--- config.mk ---
export PLATFORM = sky130hd
export DESIGN_NAME = ddr_port_arbiter
export DESIGN_NICKNAME = d
export VERILOG_FILES = /design/src/rtl/ddr_arb_pkg.sv /design/src/rtl/rr_arb2.sv /design/src/rtl/ddr_port_arbiter.sv
export SDC_FILE = /design/constraint.sdc
export NUM_CORES = 1
export LEC_CHECK = 0
export ABC_AREA = 0
export CAP_MARGIN = 20
export CORE_ASPECT_RATIO = 2
export CORE_UTILIZATION = 36
export CTS_CLUSTER_DIAMETER = 150
export DETAILED_ROUTE_END_ITERATION = 6
export PLACE_DENSITY = 0.82
export SETUP_SLACK_MARGIN = 0.05
export SLEW_MARGIN = 40
export SYNTH_ARGS = -nofsm -noshare
export SYNTH_HDL_FRONTEND = slang
export SYNTH_HIERARCHICAL = 1
export SYNTH_SLANG_ARGS = --single-unit
--- constraint.sdc ---
create_clock -name clk -period 1.57 [get_ports clk]
set_input_delay 0.2355 -clock clk [delete_from_list [all_inputs] [get_ports clk]]
set_output_delay 0.2355 -clock clk [all_outputs]
set_load 0.02 [all_outputs]
--- src/rtl/ddr_arb_pkg.sv ---
// Shared constants for the two-port DDR user-port arbiter: bus/timeout defaults
// and the FSM state encoding.
package ddr_arb_pkg;

    localparam int ARB_ADDR_W      = 28;
    localparam int ARB_DATA_W      = 32;
    localparam int ARB_TIMEOUT_CYC = 1023;

    localparam logic [1:0] ST_IDLE     = 2'd0;
    localparam logic [1:0] ST_ISSUE    = 2'd1;
    localparam logic [1:0] ST_WAIT_RSP = 2'd2;

endpackage

--- src/rtl/rr_arb2.sv ---
// Two-way round-robin grant: a lone requester wins outright, a tie goes to the
// requester that was not served last.
module rr_arb2 (
    input  logic [1:0] req_valid,
    input  logic       last_grant,
    output logic       gnt_idx,
    output logic       gnt_valid
);

    always_comb begin
        gnt_valid = |req_valid;
        if (&req_valid) begin
            gnt_idx = ~last_grant;
        end else begin
            gnt_idx = req_valid[1];
        end
    end

endmodule

--- src/rtl/ddr_port_arbiter.sv ---
// Shares one DDR controller user port between the CPU (m0) and the UART loader (m1),
// with a single outstanding transaction and a response timeout.
module ddr_port_arbiter
    import ddr_arb_pkg::*;
#(
    parameter int ADDR_W      = ARB_ADDR_W,
    parameter int DATA_W      = ARB_DATA_W,
    parameter int TIMEOUT_CYC = ARB_TIMEOUT_CYC
) (
    input  logic                clk,
    input  logic                sys_resetn,

    input  logic                m0_req_valid,
    output logic                m0_req_ready,
    input  logic                m0_req_we,
    input  logic [ADDR_W-1:0]   m0_req_addr,
    input  logic [DATA_W-1:0]   m0_req_wdata,
    input  logic [DATA_W/8-1:0] m0_req_wstrb,
    output logic                m0_rsp_valid,
    output logic [DATA_W-1:0]   m0_rsp_rdata,
    output logic                m0_rsp_err,

    input  logic                m1_req_valid,
    output logic                m1_req_ready,
    input  logic                m1_req_we,
    input  logic [ADDR_W-1:0]   m1_req_addr,
    input  logic [DATA_W-1:0]   m1_req_wdata,
    input  logic [DATA_W/8-1:0] m1_req_wstrb,
    output logic                m1_rsp_valid,
    output logic [DATA_W-1:0]   m1_rsp_rdata,
    output logic                m1_rsp_err,

    output logic                mem_cmd_valid,
    input  logic                mem_cmd_ready,
    output logic                mem_cmd_we,
    output logic [ADDR_W-1:0]   mem_cmd_addr,
    output logic [DATA_W-1:0]   mem_cmd_wdata,
    output logic [DATA_W/8-1:0] mem_cmd_wstrb,
    input  logic                mem_rsp_valid,
    input  logic [DATA_W-1:0]   mem_rsp_rdata,

    output logic                busy
);

    localparam int                TIMER_W   = (TIMEOUT_CYC < 1) ? 1 : $clog2(TIMEOUT_CYC + 1);
    localparam logic [TIMER_W-1:0] TIMER_MAX = TIMER_W'(TIMEOUT_CYC);

    logic [1:0]          state_reg;
    logic                last_grant_reg;
    logic                gnt_idx_reg;
    logic                we_reg;
    logic [ADDR_W-1:0]   addr_reg;
    logic [DATA_W-1:0]   wdata_reg;
    logic [DATA_W/8-1:0] wstrb_reg;
    logic [TIMER_W-1:0]  timer_reg;

    logic arb_idx;
    logic arb_valid;
    logic is_idle;
    logic accept;
    logic wait_done;

    rr_arb2 u_rr_arb2 (
        .req_valid  ({m1_req_valid, m0_req_valid}),
        .last_grant (last_grant_reg),
        .gnt_idx    (arb_idx),
        .gnt_valid  (arb_valid)
    );

    assign is_idle      = (state_reg == ST_IDLE);
    assign m0_req_ready = sys_resetn && is_idle && arb_valid && !arb_idx;
    assign m1_req_ready = sys_resetn && is_idle && arb_valid &&  arb_idx;
    assign accept       = (m0_req_valid && m0_req_ready) || (m1_req_valid && m1_req_ready);

    // A response arriving on the timeout cycle still completes normally; err only
    // fires when the controller stayed silent.
    assign wait_done = (state_reg == ST_WAIT_RSP) && (mem_rsp_valid || (timer_reg == TIMER_MAX));

    assign mem_cmd_valid = (state_reg == ST_ISSUE);
    assign mem_cmd_we    = we_reg;
    assign mem_cmd_addr  = addr_reg;
    assign mem_cmd_wdata = wdata_reg;
    assign mem_cmd_wstrb = wstrb_reg;
    assign busy          = !is_idle;

    always_ff @(posedge clk or negedge sys_resetn) begin
        if (!sys_resetn) begin
            state_reg      <= ST_IDLE;
            last_grant_reg <= 1'b1;
            gnt_idx_reg    <= 1'b0;
            we_reg         <= 1'b0;
            addr_reg       <= '0;
            wdata_reg      <= '0;
            wstrb_reg      <= '0;
            timer_reg      <= '0;
        end else begin
            case (state_reg)
                ST_IDLE: begin
                    if (accept) begin
                        state_reg   <= ST_ISSUE;
                        gnt_idx_reg <= arb_idx;
                        we_reg      <= arb_idx ? m1_req_we    : m0_req_we;
                        addr_reg    <= arb_idx ? m1_req_addr  : m0_req_addr;
                        wdata_reg   <= arb_idx ? m1_req_wdata : m0_req_wdata;
                        wstrb_reg   <= arb_idx ? m1_req_wstrb : m0_req_wstrb;
                    end
                end
                ST_ISSUE: begin
                    if (mem_cmd_ready) begin
                        state_reg <= ST_WAIT_RSP;
                        timer_reg <= '0;
                    end
                end
                ST_WAIT_RSP: begin
                    if (timer_reg != TIMER_MAX) begin
                        timer_reg <= timer_reg + TIMER_W'(1);
                    end
                    if (wait_done) begin
                        state_reg      <= ST_IDLE;
                        last_grant_reg <= gnt_idx_reg;
                    end
                end
                default: state_reg <= ST_IDLE;
            endcase
        end
    end

    // Per-requester response registers, so the idle requester always reads zeros.
    logic                rsp_valid_w [2];
    logic [DATA_W-1:0]   rsp_rdata_w [2];
    logic                rsp_err_w   [2];

    for (genvar gi = 0; gi < 2; gi++) begin : g_rsp
        logic              rsp_valid_reg;
        logic [DATA_W-1:0] rsp_rdata_reg;
        logic              rsp_err_reg;
        logic              rsp_hit;

        assign rsp_hit = wait_done && (gnt_idx_reg == 1'(gi));

        always_ff @(posedge clk or negedge sys_resetn) begin
            if (!sys_resetn) begin
                rsp_valid_reg <= 1'b0;
                rsp_rdata_reg <= '0;
                rsp_err_reg   <= 1'b0;
            end else begin
                rsp_valid_reg <= rsp_hit;
                rsp_rdata_reg <= (rsp_hit && mem_rsp_valid) ? mem_rsp_rdata : '0;
                rsp_err_reg   <= rsp_hit && !mem_rsp_valid;
            end
        end

        assign rsp_valid_w[gi] = rsp_valid_reg;
        assign rsp_rdata_w[gi] = rsp_rdata_reg;
        assign rsp_err_w[gi]   = rsp_err_reg;
    end

    assign m0_rsp_valid = rsp_valid_w[0];
    assign m0_rsp_rdata = rsp_rdata_w[0];
    assign m0_rsp_err   = rsp_err_w[0];
    assign m1_rsp_valid = rsp_valid_w[1];
    assign m1_rsp_rdata = rsp_rdata_w[1];
    assign m1_rsp_err   = rsp_err_w[1];

endmodule
* Word level (Yosys, flattened, before mapping)
Index checks and enable logic that the tools add are counted.
** Storage, ports and cells
- Logic and storage cells :: 65
- Output and inout port bits :: 137
- Input port bits :: 168
- Flip-flop bits (word level) :: 147
** Operators by class
- Equal/unequal tests :: 8
- Multiplexer cells :: 14
- $add $sub $neg :: 1
- Reduce and logical (&&, ||, !) cells :: 26
- Bitwise gates (word level) :: 2
** Operator list (number)
- $mux 32 :: 3
- $mux 28 :: 1
- $mux 10 :: 2
- $pmux 10 s2 :: 1
- $logic_and 1x1->1 :: 13
- $add 10x1->10 const B :: 1
- $eq 10x10->1 const B :: 1
- $ne 10x10->1 const B :: 1
- $mux 2 :: 3
- $ne 2x1->1 const B :: 3
- $pmux 2 s3 :: 1
- $reduce_and 2->1 :: 3
- $reduce_and 3->1 :: 2
- $mux 4 :: 1
- $logic_not 1->1 :: 3
- $eq 2x1->1 const B :: 1
- $eq 2x2->1 const B :: 1
- $logic_not 2->1 :: 1
- $logic_or 1x1->1 :: 2
- $mux 1 :: 2
- $ne 2x2->1 const B :: 1
- $not 1->1 :: 2
- $reduce_bool 2->1 :: 1
- $reduce_or 2->1 :: 1

* Longest topological paths before layout
- Depth after elaboration :: 8
- Mapped depth :: 8
- Depth with buffers taken out :: 5

* Cells and area by module
Netlist, hierarchy kept.
** Modules (own cells, without submodules)
- ddr_port_arbiter :: cells each 508, instances 1, area an instance 6000.8 um^2
- rr_arb2 :: cells each 2, instances 1, area an instance 13.8 um^2

* Worst setup path before layout
No wires, ideal clock.
- Path type :: flip-flop to output port
- Start point :: register last_grant_reg
- End point :: output port m0_req_ready
- Required time :: 1334 ps
- Cell stages (with the launch flop) :: 6
- Buffers on the path :: 3
- Setup slack :: -32 ps
- Arrival :: 1366 ps
- Cells stage by stage :: dfstp_2 > a21boi_1 > buf_2 > buf_6 > buf_2 > nor2b_1
** Between the ends
- Cells in the longest elaborated chain, start to end :: 4
** Ends and longest elaborated chain
- start: declaration :: RTL line ddr_port_arbiter.sv:49 : logic last_grant_reg;
- start signal: assignment :: RTL line ddr_port_arbiter.sv:120 : last_grant_reg <= gnt_idx_reg;
- $not 1->1 :: RTL line rr_arb2.sv:13 : gnt_idx = ~last_grant;
- $mux 1 :: RTL line rr_arb2.sv:12 : if (&req_valid) begin
- via arb_idx :: RTL line ddr_port_arbiter.sv:57 : logic arb_idx;
- $logic_not 1->1 :: RTL line ddr_port_arbiter.sv:71 : assign m0_req_ready = sys_resetn && is_idle && arb_valid && !arb_idx;
- $logic_and 1x1->1 :: RTL line ddr_port_arbiter.sv:71
- end: declaration :: RTL line ddr_port_arbiter.sv:14 : output logic m0_req_ready,
The timed path passes the listed nets, and every way through them passes these cells.

* Worst setup path in the final report
- Start point :: register state_reg[1]
- End point :: output port m0_req_ready
** Between the ends
- Cells in the longest elaborated chain, start to end :: 4
** Ends and longest elaborated chain
- start: declaration :: RTL line ddr_port_arbiter.sv:48 : logic [1:0] state_reg;
- start signal: assignment :: RTL line ddr_port_arbiter.sv:88 : state_reg <= ST_IDLE;
- start signal: assignment :: RTL line ddr_port_arbiter.sv:100 : state_reg <= ST_ISSUE;
- start signal: assignment :: RTL line ddr_port_arbiter.sv:110 : state_reg <= ST_WAIT_RSP;
- $logic_not 2->1 :: RTL line ddr_port_arbiter.sv:70 : assign is_idle = (state_reg == ST_IDLE);
- $logic_and 1x1->1 (3 in series) :: RTL line ddr_port_arbiter.sv:71
No other way between the ends.

==> results by group <==
Status
  – Status: finished with violations
  – Violations in the final reports: setup timing

GRT
  – First-pass GRT wire length: 28,700 microns
  – Met2 GRT Util: 41.9%
  – Most used routing layer: met2
  – Met1 Resource Use GR: ~22%
  – Vias in the first global route: 5,415
  – Largest net degree at the start of global routing: 90
  – Gr usage total: 22.3%
  – GR Overflow Total: 0
  – Met3 usage: under 10%
  – Initial antenna violation count: 0

Pwr
  – Leak: about 5.5 nW
  – Sw Ratio: between 30% and 40%
  – Logic pwr share: a little over a third
  – Share of power burned in registers: a little over a third
  – Worst vdd ir: 0.000787 V
  – Power Internal: 9.44 mW
  – Psw: approximately 5.0 mW
  – Power share of the clock group: between 20% and 30%
  – P per Cell Area: between 1000 and 1500 nW/um^2

Yosys
  – Post-synth top cells: 146 x dfrtp_1, 71 x nand2_1, 67 x mux2i_1
  – Syn Inst Count: 510
  – Count leader, synth: dfrtp_1
  – Yosys cell types: between 40 and 50
  – Yosys top cell area share: roughly three fifths
  – EDFF count, synth: 0
  – Mapped Avg Cell Area: 11.8 sq um
  – Seq/Total Area, Yosys: 61.2%
  – Post-synth top flop: dfrtp_1
  – Warnings, synthesis: 6
  – Fraction of registers with async set/reset: 100%
  – Synthesized area: roughly 6000 sq um
  – Area leader, netlist: dfrtp_1
  – Syn_nets: ~680
  – Largest cells by area after synthesis: dfrtp_1 61%, mux2i_1 11%, and2_1 6.8%, o21ai_0 4.7%, nand2_1 4.4%
  – Seq cells post-synth: ~150

STA
  – Fin crit period: between 1.5 and 2 ns
  – Fin. Hold Viols: 0
  – Setup WS post-layout: -0.102 ns
  – Final setup violating endpoints: 63
  – Final hold slack: 0.358 ns
  – Relative max-transition margin: roughly half
  – Slew Viols, Final: 0
  – Achievable Freq: approximately 0.60 GHz
  – Skew final: 0.00683 ns
  – RSZ-0062 raised after global routing: true
  – Actual slew at the worst max-slew pin: around 0.7 ns
  – Final worst-path cycle share: 107%

Placement
  – Hpwl dp: approximately 14,000 microns
  – PortBufs: ~300
  – Gpl congestion: roughly 0.8

Cells and area
  – Inserted Diodes: 0
  – Nets: approximately 1,000
  – Area grow syn2layout: 81.0%
  – Core Util, Final: between 60% and 70%
  – Layout fillers: about 1,100
  – Layout cells sized above 1: 22.9%

Setup path
  – Crit path DAT: about 1.4 ns
  – Worst setup SP type: flip-flop
  – Crit. End Element: output port
  – Critical setup path kind: reg -> out
  – CP max FO: 3
  – Reg2reg setup slack: -0.09 ns
  – Worst Path Required: around 1.3 ns

Floorplanning
  – Num ports: roughly 300
  – Initial Util: 37.0%
  – Row count: 66
  – Die H: ~180 microns
  – Die area: 17,300 sq um
  – Die W: 93.4 microns
  – Core Region: 16,300 sq um

Routing
  – Vias per Instance: about 5
  – Drt pass-1 iters: 4
  – Routed wire length: about 21,000 microns
  – DRT iter0 DRCs: 186
  – Post-route ant nets: 0
  – DR WL/cell: between 15 and 20 microns
  – DRC Markers: 0
  – Vias after detailed routing: 5,367

Clock tree
  – CTS Buf Count: 17
  – Htree depth: 4
  – Skew-Pair Late Insertion Delay: around 0.42 ns
  – CTS tree: built
  – Clk slew on worst S/H paths: approximately 0.060 ns
  – Root buffer cell: clkbuf_16
  – CTS max path bufs: 2
  – Clock sink count: 147

Job
  – Max cap viols: 0

Worst hold path
  – Worst Hold Class: in -> reg
==> placed cells by master (no fill, tap or decap), types with 12 or more instances in the layout <==
cell type and n:
clkbuf_16 25, dfrtp_1 146, o21ai_1 31, mux2i_1 58, clkdlybuf4s50_1 164, nand2_2 21, buf_6 18, o21ai_2 33
buf_4 19, nand2_4 12, dlygate4sd2_1 134, and2_1 61, nand2_1 40
==> logic make-up (layout without fill, tap and decap cells) <==
logic type	after synthesis	count (layout)	synth area share [%]
and+or+nand+nor	174	175	15.6
DFF	147	147	61.2
AOI/OAI and AO/OA	85	85	7.47
muxes	69	69	11.6
buffers and inverters	31	402	3.45
xor gates and xnor gates	3	3	0.437
adders and majority gates	1	1	0.208
==> routing by layer <==
layer / share of wire, % / wire length (microns) / vias to the layer above
li1: - / - / 2446
met1: 32 / 6870 / 2643
met2: 57 / 12000 / 227
met3: 7.1 / 1520 / 51
met4: 3.8 / 800 / 0
met5: 0 / 0 / -
==> area by class of cell <==
cell class              instances  area, sq um  area share [%]
repair buffers                367         3800            34.9
flip-flops and latches        147         3680            33.8
multi-input cells             333         2570            23.6
clock buffers                  22          474            4.35
well taps                     204          255            2.34
clock inverters                10         97.6           0.896
inverters                       3         13.8           0.126
==> power groups by stage <==
stage / Sequential [mW] / Clock (mW) / Combinational [mW]
final: 5.28 / 3.91 / 5.30
after global routing: 5.37 / 4.16 / 5.62
after CTS: 5.15 / 4.01 / 4.61
after detailed placement: 5.24 / 0 / 4.86
after global placement: 5.20 / 0 / 4.76
after floorplan: 6.16 / 0 / 1.26
==> path summary, 6_finish.rpt <==
kind	startpoint	endpoint	depth (start not counted)
max in group asynchronous	sys_resetn	m0_rsp_rdata[22]$_DFF_PN0_	4
worst max-delay path	state_reg[1]$_DFFE_PN0P_	m0_req_ready	3
worst min register to register	mem_cmd_wdata[4]$_DFFE_PN0P_	mem_cmd_wdata[4]$_DFFE_PN0P_	2
min in group asynchronous	sys_resetn	mem_cmd_addr[26]$_DFFE_PN0P_	4
worst max register to register	last_grant_reg$_DFFE_PN1P_	mem_cmd_wdata[5]$_DFFE_PN0P_	7
worst min-delay path	m1_req_valid	gnt_idx_reg$_DFFE_PN0P_	3
==> worst max-delay path: stages (launching register included) <==
cell and delay [ns]:
dfrtp_1 0.40, and4bb_2 0.34, nor2b_2 0.16, buf_6 0.12
==> repair_timing <==
action                                 4_1_cts  5_1_grt
pin swaps                                    7       44
hold buffers                                 1        0
setup buffers                                9        9
endpoints found under the hold margin       88        0
resized for setup                          207      136
gates cloned                                 7       10
setup endpoints to repair                  234      122
==> metrics by stage <==
| stage | worst slack (ns) | instances | total power, mW | TNS [ns] | area [sq um] |
|---|---|---|---|---|---|
| after floorplan | 0.0387 | 510 | 7.42 | 0 | 6030 |
| after global placement | -0.517 | 1020 | 9.96 | -26.54 | 9440 |
| after detailed placement | -0.559 | 1020 | 10.1 | -30.20 | 9440 |
| after CTS | -0.122 | 1068 | 13.8 | -2.72 | 10200 |
| after global routing | -0.147 | 1086 | 15.1 | -7.41 | 10900 |
| final | -0.102 | 1086 | 14.5 | -2.21 | 10900 |
No activity file was read; power rests on OpenSTA's default activity.
